[src/rtl/rv_pkg.sv]
// Shared fetch-path constants: datapath width, reset vector, instruction size.
// Imported by the fetch stage and its buffer.
package rv_pkg;

  localparam int XLEN = 32;
  localparam logic [31:0] RESET_PC = 32'h0000_0000;
  localparam int INSTR_BYTES = 4;
  localparam logic [31:0] NOP = 32'h0000_0013;

endpackage

[src/rtl/fetch_fifo.sv]
// In-order instruction buffer: write at tail, read at head, flush clears both pointers.
// Head is visible the cycle after a push; push into a full FIFO is only honoured alongside a pop.
module fetch_fifo #(
  parameter int WIDTH = 64,
  parameter int DEPTH = 2
) (
  input  logic                     clk,
  input  logic                     rst_n,
  input  logic                     push,
  input  logic [WIDTH-1:0]         push_data,
  input  logic                     pop,
  input  logic                     flush,
  output logic [WIDTH-1:0]         head_data,
  output logic                     empty,
  output logic                     full,
  output logic [$clog2(DEPTH):0]   count
);

  localparam int AW = $clog2(DEPTH);
  localparam int CW = AW + 1;

  logic [WIDTH-1:0] mem [DEPTH];
  logic [AW-1:0]    wr_ptr;
  logic [AW-1:0]    rd_ptr;
  logic [CW-1:0]    cnt;
  logic             do_push;
  logic             do_pop;

  assign empty     = (cnt == '0);
  assign full      = (cnt == CW'(DEPTH));
  assign count     = cnt;
  assign head_data = mem[rd_ptr];

  assign do_pop  = pop && !empty;
  assign do_push = push && (!full || do_pop);

  // DEPTH is a power of two, so pointers wrap naturally.
  always_ff @(posedge clk) begin
    if (!rst_n || flush) begin
      wr_ptr <= '0;
      rd_ptr <= '0;
      cnt    <= '0;
    end else begin
      if (do_push) wr_ptr <= wr_ptr + 1'b1;
      if (do_pop)  rd_ptr <= rd_ptr + 1'b1;
      cnt <= cnt + CW'(do_push) - CW'(do_pop);
    end
  end

  always_ff @(posedge clk) begin
    if (do_push && !flush) mem[wr_ptr] <= push_data;
  end

endmodule

[src/rtl/fetch_unit.sv]
// Fetch stage: PC, memory request issue, response buffering and redirect flush.
// Decode sees a response 1 cycle after it returns; requests stall when buffer plus in-flight is full.
module fetch_unit #(
  parameter int              XLEN       = rv_pkg::XLEN,
  parameter logic [XLEN-1:0] RESET_PC   = rv_pkg::RESET_PC,
  parameter int              FIFO_DEPTH = 2
) (
  input  logic            clk,
  input  logic            rst_n,
  output logic            imem_req_valid,
  input  logic            imem_req_ready,
  output logic [XLEN-1:0] imem_req_addr,
  input  logic            imem_resp_valid,
  input  logic [XLEN-1:0] imem_resp_data,
  input  logic            redirect_valid,
  input  logic [XLEN-1:0] redirect_pc,
  output logic            dec_valid,
  input  logic            dec_ready,
  output logic [XLEN-1:0] dec_instr,
  output logic [XLEN-1:0] dec_pc
);

  import rv_pkg::*;

  localparam int              CW   = $clog2(FIFO_DEPTH) + 1;
  localparam logic [XLEN-1:0] STEP = XLEN'(INSTR_BYTES);

  typedef struct packed {
    logic [XLEN-1:0] instr;
    logic [XLEN-1:0] pc;
  } entry_t;

  logic [XLEN-1:0] pc_q;
  logic [XLEN-1:0] resp_pc_q;
  logic [XLEN-1:0] target_pc;
  logic [CW-1:0]   inflight_q;
  logic [CW-1:0]   inflight_dec;
  logic [CW-1:0]   inflight_nxt;
  logic [CW-1:0]   kill_q;
  logic [CW-1:0]   fifo_count;
  logic [CW:0]     occupancy;
  logic            fifo_empty;
  logic            fifo_full;
  logic            req_hs;
  logic            push;
  logic            pop;
  entry_t          push_entry;
  entry_t          head_entry;

  assign target_pc = redirect_pc & ~XLEN'(3);
  assign pop       = !fifo_empty && dec_ready;

  // A slot freed by this cycle's pop is already gone before any new response
  // can land, so it counts as free; this keeps one instruction per cycle at depth 2.
  assign occupancy      = {1'b0, inflight_q} + {1'b0, fifo_count} - (CW+1)'(pop);
  assign imem_req_valid = rst_n && !redirect_valid && (occupancy < (CW+1)'(FIFO_DEPTH));
  assign imem_req_addr  = pc_q;
  assign req_hs         = imem_req_valid && imem_req_ready;

  // Responses landing in a redirect cycle belong to the old stream.
  assign push       = imem_resp_valid && (kill_q == '0) && !redirect_valid;
  assign push_entry = '{instr: imem_resp_data, pc: resp_pc_q};

  always_comb begin
    inflight_dec = inflight_q;
    if (imem_resp_valid && (inflight_q != '0)) inflight_dec = inflight_q - 1'b1;
    inflight_nxt = inflight_dec + CW'(req_hs);
  end

  always_ff @(posedge clk) begin
    if (!rst_n) begin
      pc_q       <= RESET_PC;
      resp_pc_q  <= RESET_PC;
      inflight_q <= '0;
      kill_q     <= '0;
    end else begin
      inflight_q <= inflight_nxt;
      if (redirect_valid) begin
        pc_q      <= target_pc;
        resp_pc_q <= target_pc;
        kill_q    <= inflight_dec;
      end else begin
        if (req_hs) pc_q <= pc_q + STEP;
        if (push)   resp_pc_q <= resp_pc_q + STEP;
        if (imem_resp_valid && (kill_q != '0)) kill_q <= kill_q - 1'b1;
      end
    end
  end

  fetch_fifo #(
    .WIDTH (2*XLEN),
    .DEPTH (FIFO_DEPTH)
  ) u_fifo (
    .clk       (clk),
    .rst_n     (rst_n),
    .push      (push),
    .push_data (push_entry),
    .pop       (pop),
    .flush     (redirect_valid),
    .head_data (head_entry),
    .empty     (fifo_empty),
    .full      (fifo_full),
    .count     (fifo_count)
  );

  assign dec_valid = !fifo_empty;
  assign dec_instr = fifo_empty ? '0 : head_entry.instr;
  assign dec_pc    = fifo_empty ? '0 : head_entry.pc;

  always_ff @(posedge clk) begin
    if (rst_n) begin
      assert (!(imem_resp_valid && (inflight_q == '0)));
      assert (!(push && fifo_full && !pop));
    end
  end

endmodule
[config.mk]
export PLATFORM = sky130hd
export DESIGN_NAME = fetch_unit
export DESIGN_NICKNAME = d
export VERILOG_FILES = /design/src/rtl/rv_pkg.sv /design/src/rtl/fetch_fifo.sv /design/src/rtl/fetch_unit.sv
export SDC_FILE = /design/constraint.sdc
export NUM_CORES = 1
export LEC_CHECK = 0
export ABC_CLOCK_PERIOD_IN_PS = 11730
export BUFFER_PORTS_ARGS = -buffer_cell sky130_fd_sc_hd__buf_2
export CELL_PAD_IN_SITES_DETAIL_PLACEMENT = 1
export CELL_PAD_IN_SITES_GLOBAL_PLACEMENT = 1
export CORE_UTILIZATION = 43
export DETAILED_ROUTE_END_ITERATION = 6
export GPL_TIMING_DRIVEN = 1
export PLACE_DENSITY_LB_ADDON = 0.1
export SKIP_CTS_REPAIR_TIMING = 1
export SYNTH_ARGS = -nofsm -noshare
export SYNTH_HDL_FRONTEND = slang
export SYNTH_SLANG_ARGS = --single-unit
export TNS_END_PERCENT = 100
[constraint.sdc]
create_clock -name clk -period 11.73 [get_ports clk]
set_input_delay 2.346 -clock clk [delete_from_list [all_inputs] [get_ports clk]]
set_output_delay 2.346 -clock clk [all_outputs]
set_load 0.03 [all_outputs]
# Yosys cells after proc, flatten, opt, wreduce, memory -nomap -nowiden
# Memory sizes are Yosys's and may differ from the RTL's. A register that Yosys moved wholly into a read port is not among the register bits.
# Cells that the tools add are included.
dict set report op_classes {
  addsub 11
  magnitude_cmp 1
  eq_ne 1
  n_mux 13
  n_bitwise 1
  n_reduce_logical 25
}
# op count
set op_table {}
lappend op_table {{32-bit two-way mux} 6}
lappend op_table {{32-bit by 3-bit adder with 32-bit output (second input constant)} 2}
lappend op_table {{1-bit logical AND} 11}
lappend op_table {{2-bit nonzero test} 5}
lappend op_table {{2-bit two-way mux} 3}
lappend op_table {{2-bit by 1-bit adder with 2-bit output} 2}
lappend op_table {{1-bit zero test} 4}
lappend op_table {{2-bit zero test} 2}
lappend op_table {{1-bit two-way mux} 4}
lappend op_table {{2-bit by 1-bit subtractor with 2-bit output (second input constant)} 2}
lappend op_table {{2-bit by 2-bit adder with 3-bit output} 1}
lappend op_table {{3-bit by 2-bit < comparator with 1-bit output (second input constant)} 1}
lappend op_table {{3-bit by 1-bit subtractor with 3-bit output} 1}
lappend op_table {{1-bit adder (second input constant)} 2}
lappend op_table {{2-bit equality test (second input constant)} 1}
lappend op_table {{1-bit logical OR} 2}
lappend op_table {{2-bit OR reduction} 1}
lappend op_table {{2-bit by 1-bit subtractor with 2-bit output} 1}
lappend op_table {{1-bit NOT} 1}
dict set report totals {
  regBits 72
  mem_bits_rw 128
  in_bits 70
  output_inout_bits 98
  elab_cells 62
  n_memories 1
}
# name depth word_bits rd rd_clocked_by_memory_dff write_ports line_no
set mem_list {}
lappend mem_list {u_fifo.mem 2 64 1 1 1 fetch_fifo.sv:22} ;# logic [WIDTH-1:0] mem [DEPTH];

# Logic depth before layout (Yosys ltp)
dict set report depth {
  word_depth 9
  ltp_mapped 14
  mapped_depth_nobuf 12
}

# By module
# Synthesis repeated with hierarchy kept, for this count alone.
dict set report unflattened {
  hier_cells 708
  area_unflattened_um2 8664.6
}
# mod n_inst cells_each area_per_inst_um2 seq_area_each_um2
set by_module_without_submodules {}
lappend by_module_without_submodules {fetch_fifo 1 231 4857.2 3943.8}
lappend by_module_without_submodules {fetch_unit 1 477 3807.4 1281.2}

# Worst setup path before layout
# Ideal clock, no wire load.
dict set report synth_path {
  path_kind {input -> register}
  startpoint {input port redirect_valid}
  endpoint {memory u_fifo.mem[0][10] (enable)}
  setup_ns 0.635
  arrival_ns 8.713
  required_time_ns 11.095
  path_slack_ns 2.381
  path_stages 3
  path_buffers 2
  cell_sequence {clkbuf_1 > clkbuf_1 > nor4_1}
}
dict set report synth_via {
  elab_chain_cells 6
}
# element line_no
set synth_lines {}
lappend synth_lines {{start, declared} fetch_unit.sv:15} ;# input logic redirect_valid,
lappend synth_lines {{1-bit zero test (*)} {fetch_fifo.sv:51, fetch_unit.sv:61}}
lappend synth_lines {{1-bit logical AND} fetch_unit.sv:61} ;# assign push = imem_resp_valid && (kill_q == '0) && !redirect_valid;
lappend synth_lines {{1-bit logical AND} fetch_fifo.sv:35} ;# assign do_push = push && (!full || do_pop);
lappend synth_lines {{1-bit logical AND (*)} fetch_fifo.sv:51} ;# if (do_push && !flush) mem[wr_ptr] <= push_data;
lappend synth_lines {{1-bit two-way mux (*)} fetch_fifo.sv:51}
lappend synth_lines {{1-bit two-way mux (not written as such) (*)} fetch_fifo.sv:51}
lappend synth_lines {{end, declared} fetch_fifo.sv:22}
# Every way passes the cells marked *; elsewhere a longest branch is shown, timed or not.

# Worst setup path in the final report
dict set report layout_path {
  startpoint {input port dec_ready}
  endpoint {output port imem_req_valid}
}
dict set report layout_via {
  elab_chain_cells 4
}
# element line_no
set layout_lines {}
lappend layout_lines {{start, declared} fetch_unit.sv:18} ;# input logic dec_ready,
lappend layout_lines {{1-bit logical AND} fetch_unit.sv:51} ;# assign pop = !fifo_empty && dec_ready;
lappend layout_lines {{3-bit by 1-bit subtractor with 3-bit output} fetch_unit.sv:55} ;# assign occupancy = {1'b0, inflight_q} + {1'b0, fifo_count} - (CW+1)'(pop);
lappend layout_lines {{3-bit by 2-bit < comparator with 1-bit output} fetch_unit.sv:56} ;# assign imem_req_valid = rst_n && !redirect_valid && (occupancy < (CW+1)'(FIFO_DEPTH));
lappend layout_lines {{1-bit logical AND} fetch_unit.sv:56}
lappend layout_lines {{end, declared} fetch_unit.sv:10} ;# output logic imem_req_valid,
# No other way between the ends.

==> summary.md <==
| Metric | Value |
|---|---|
| Library cells used by synthesis | 46 |
| Most common cell after layout, fill and taps aside | buf_2 |
| Via count | 6098 |
| RSZ-0062 raised after global routing | false |
| Die Width | between 100 and 150 um |
| Gr usage total | between 20% and 30% |
| Number of synthesized register bits | 193 |
| Worst rel slew slack | 27.8% |
| # rows | 50 |
| DRC | 0 |
| Static Leak | 3.65 nW |
| Layout net count | 947 |
| Initial core utilization | 44.4% |
| Sequence of cells on the critical path | buf_2, nor2b_1, ha_1, inv_1, nand2_1, fa_1, xor2_1, and3_1, buf_2 |
| Vias in the first global route | between 6k and 7k |
| Skew final | 0.0119 ns |
| Global-route wire length before repair | 32.9 mm |
| Req. time, crit path | 9.38 ns |
| Commonest non-fill, non-tap cells in the layout | 161 x buf_2, 124 x edfxtp_1, 84 x nor2_1 |
| CP startpoint kind | primary input |
| Share of post-route cells with drive strength above 1 | roughly a quarter |
| CTS buffer count | 17 |
| Worst-Margin Slew | 1.08 ns |
| Antenna-violating nets left | 0 |
| Worst R2R Start | u_fifo.count[0] |
| EDFF count, synth | 124 |
| Slowest Stage Delay on Critical Path | 0.42 ns |
| CP Capture Type | output port |
| Hold Path Class | register to register |
| PortBufs | 161 |
| Total power | 1.64 mW |
| CTS tree | done |
| Area occupied by multi-input gates | just over 3000 sq um |
| Post-route clock period utilization | between 50% and 60% |
| Max FO, Critical Path | 2 |
| Status | complete, no violations |
| Fin crit period | 6.46 ns |
| Die ar. | 20100 sq um |
| Layout fillers | 2088 |
| Ranking of synthesized cells by area | edfxtp_1 44%, dfxtp_1 16%, mux2i_1 7.6%, nor2_1 3.8%, xor2_1 3.5% |
| TritonRoute pass-1 iters | 4 |
| Num Clock Sinks | 193 |
| Share of the synthesized area in the top cell type | 44.3% |
| Post-Syn Area | 8410 sq um |
| Routed WL per cell | around 18 um |
| Dpl hpwl | 14.6 mm |
| Core area | around 19000 sq um |
| Reg clk slew, reported paths | 0.07 ns |
| Post-Route WL | 21.0 mm |
| CP max-delay cell | fa_1 |
| I/O pin count | ~170 |
| Largest net degree at the start of global routing | 64 |
| Number of max-cap violations | 0 |
| Post-Layout Cell Count | 1142 |
| Setup CP Type | primary input to output port |
| Clock latency at the later pin of the worst-skew pair | 0.43 ns |
| Area Growth Syn to Fin | 18.5% |
| Cell count after placement | about 1.1k |
| CP Data Arrival Time | approximately 4.1 ns |
| CTS Root Cell | clkbuf_16 |
| Synth Instances | about 720 |
| CP most frequent cell | buf_2 |
| Remaining Overflow, GRT | 0 |
| Die H | 142 um |
| Asr flop ratio synth | 0% |
| Post-route setup TNS | 0 ns |
| Slew Viols, Final | 0 |
| Final GP Congestion | a little under 0.9 |
| Seq/Total Area, Yosys | 60.7% |
| Initial antenna violation count | 1 |
| Top achievable clock speed | 155 MHz |
| DR vias/cell | 5.34 |
| Ys Warns | 0 |
| CP startpoint | dec_ready |
| Pwr per Cell Area | 165 nW/um^2 |
| Bufs on Longest Clock Path | 2 |
| Depth of the CTS H-tree | 4 |
| DR iter-0 viols | 275 |
| Top FF cell, synth | edfxtp_1 |
| Area leader, netlist | edfxtp_1 |
| Hold Vio Cnt, Final | 0 |
| Hold Crit Start | resp_pc_q[9] |
| Syn_area_per_cell | 11.6 sq um |
| Worst VDD drop | 96.4 uV |
| Reg area | 5110 sq um |
| Setup violators final | 0 |
[flip-flops by register name (all words and copies together), names as in the netlist, named ones only]
register,flops
resp_pc_q,30
imem_req_addr,30
u_fifo.rd_ptr,1
kill_q,2
u_fifo.count,2
u_fifo.wr_ptr,1
inflight_q,2
u_fifo.mem,124
[power breakdown]
part,internal (mW),switching [mW]
registers,0.777,0.0380
logic,0.0895,0.185
clock network,0.295,0.259
[worst max-delay path: cells and delay by family]
| family | cells | cell delay (ns) |
|---|---|---|
| AND/OR/NAND/NOR | 3 | 0.49 |
| adder cells (fa/ha/maj) | 2 | 0.68 |
| buffers and inverters | 3 | 0.38 |
| XOR/XNOR | 1 | 0.21 |
[synth_stat cells, types with 8 or more instances]
library cell	number
edfxtp_1	124
nor2_1	85
dfxtp_1	69
mux2i_1	64
a21oi_1	43
xor2_1	34
clkbuf_1	33
o21ai_0	30
nand2_1	28
xnor2_1	26
nand3_1	25
nand4_1	25
and3_1	15
inv_1	14
o22ai_1	14
and2_1	13
nor4_1	10
a31oi_1	8
ha_1	8
nor3_1	8
[routing by layer]
metal | global-route usage [%] | part of all wire, % | up-vias
met5 | 0 | 0 | -
met3 | 3.78 | 4.5 | 14
li1 | - | - | 2930
met1 | 27.4 | 46 | 2991
met2 | 36.3 | 48 | 163
met4 | 6.62 | 0.99 | 0
[cell type report]
class / count / share of cell area [%]
inverters: 15 / 0.565
repair buffers: 166 / 8.46
clock inverters: 15 / 1.34
clock buffers: 17 / 4.27
well taps: 260 / 3.26
flip-flops and latches: 193 / 51.2
multi-input cells: 475 / 30.9
diodes: 1 / 0.0251
[logic make-up after synthesis]
| family | share of synthesized area [%] |
|---|---|
| AO/OA/AOI/OAI | 7.33 |
| XOR/XNOR | 6.25 |
| adder cells (fa/ha/maj) | 1.43 |
| buffers and inverters | 3.05 |
| flip-flops | 60.7 |
| multiplexers | 7.62 |
| other | 0.0446 |
| AND/OR/NAND/NOR | 13.6 |
[per-stage QoR]
step | instance area, sq um | hold WS (ns) | util, % | setup WS (ns)
after floorplan | 8420 | 0.460 | - | 2.38
after global routing | 9970 | 0.533 | 52.6 | 5.18
after global placement | 9410 | 0.475 | 49.6 | 5.32
after CTS | 9970 | 0.515 | 52.6 | 5.25
after detailed placement | 9410 | 0.498 | 49.6 | 5.23
final | 9970 | 0.512 | 52.6 | 5.27
[worst paths after layout]
check | cells after the start | slack [ns] | endpoint
hold reg to reg | 0 | 0.51 | u_fifo.mem[1][9]
hold / removal | 0 | 0.51 | u_fifo.mem[1][9]
setup reg to reg | 12 | 8.62 | imem_req_addr[20]
setup / recovery | 9 | 5.27 | imem_req_valid
No activity file was read; power rests on OpenSTA's default activity.
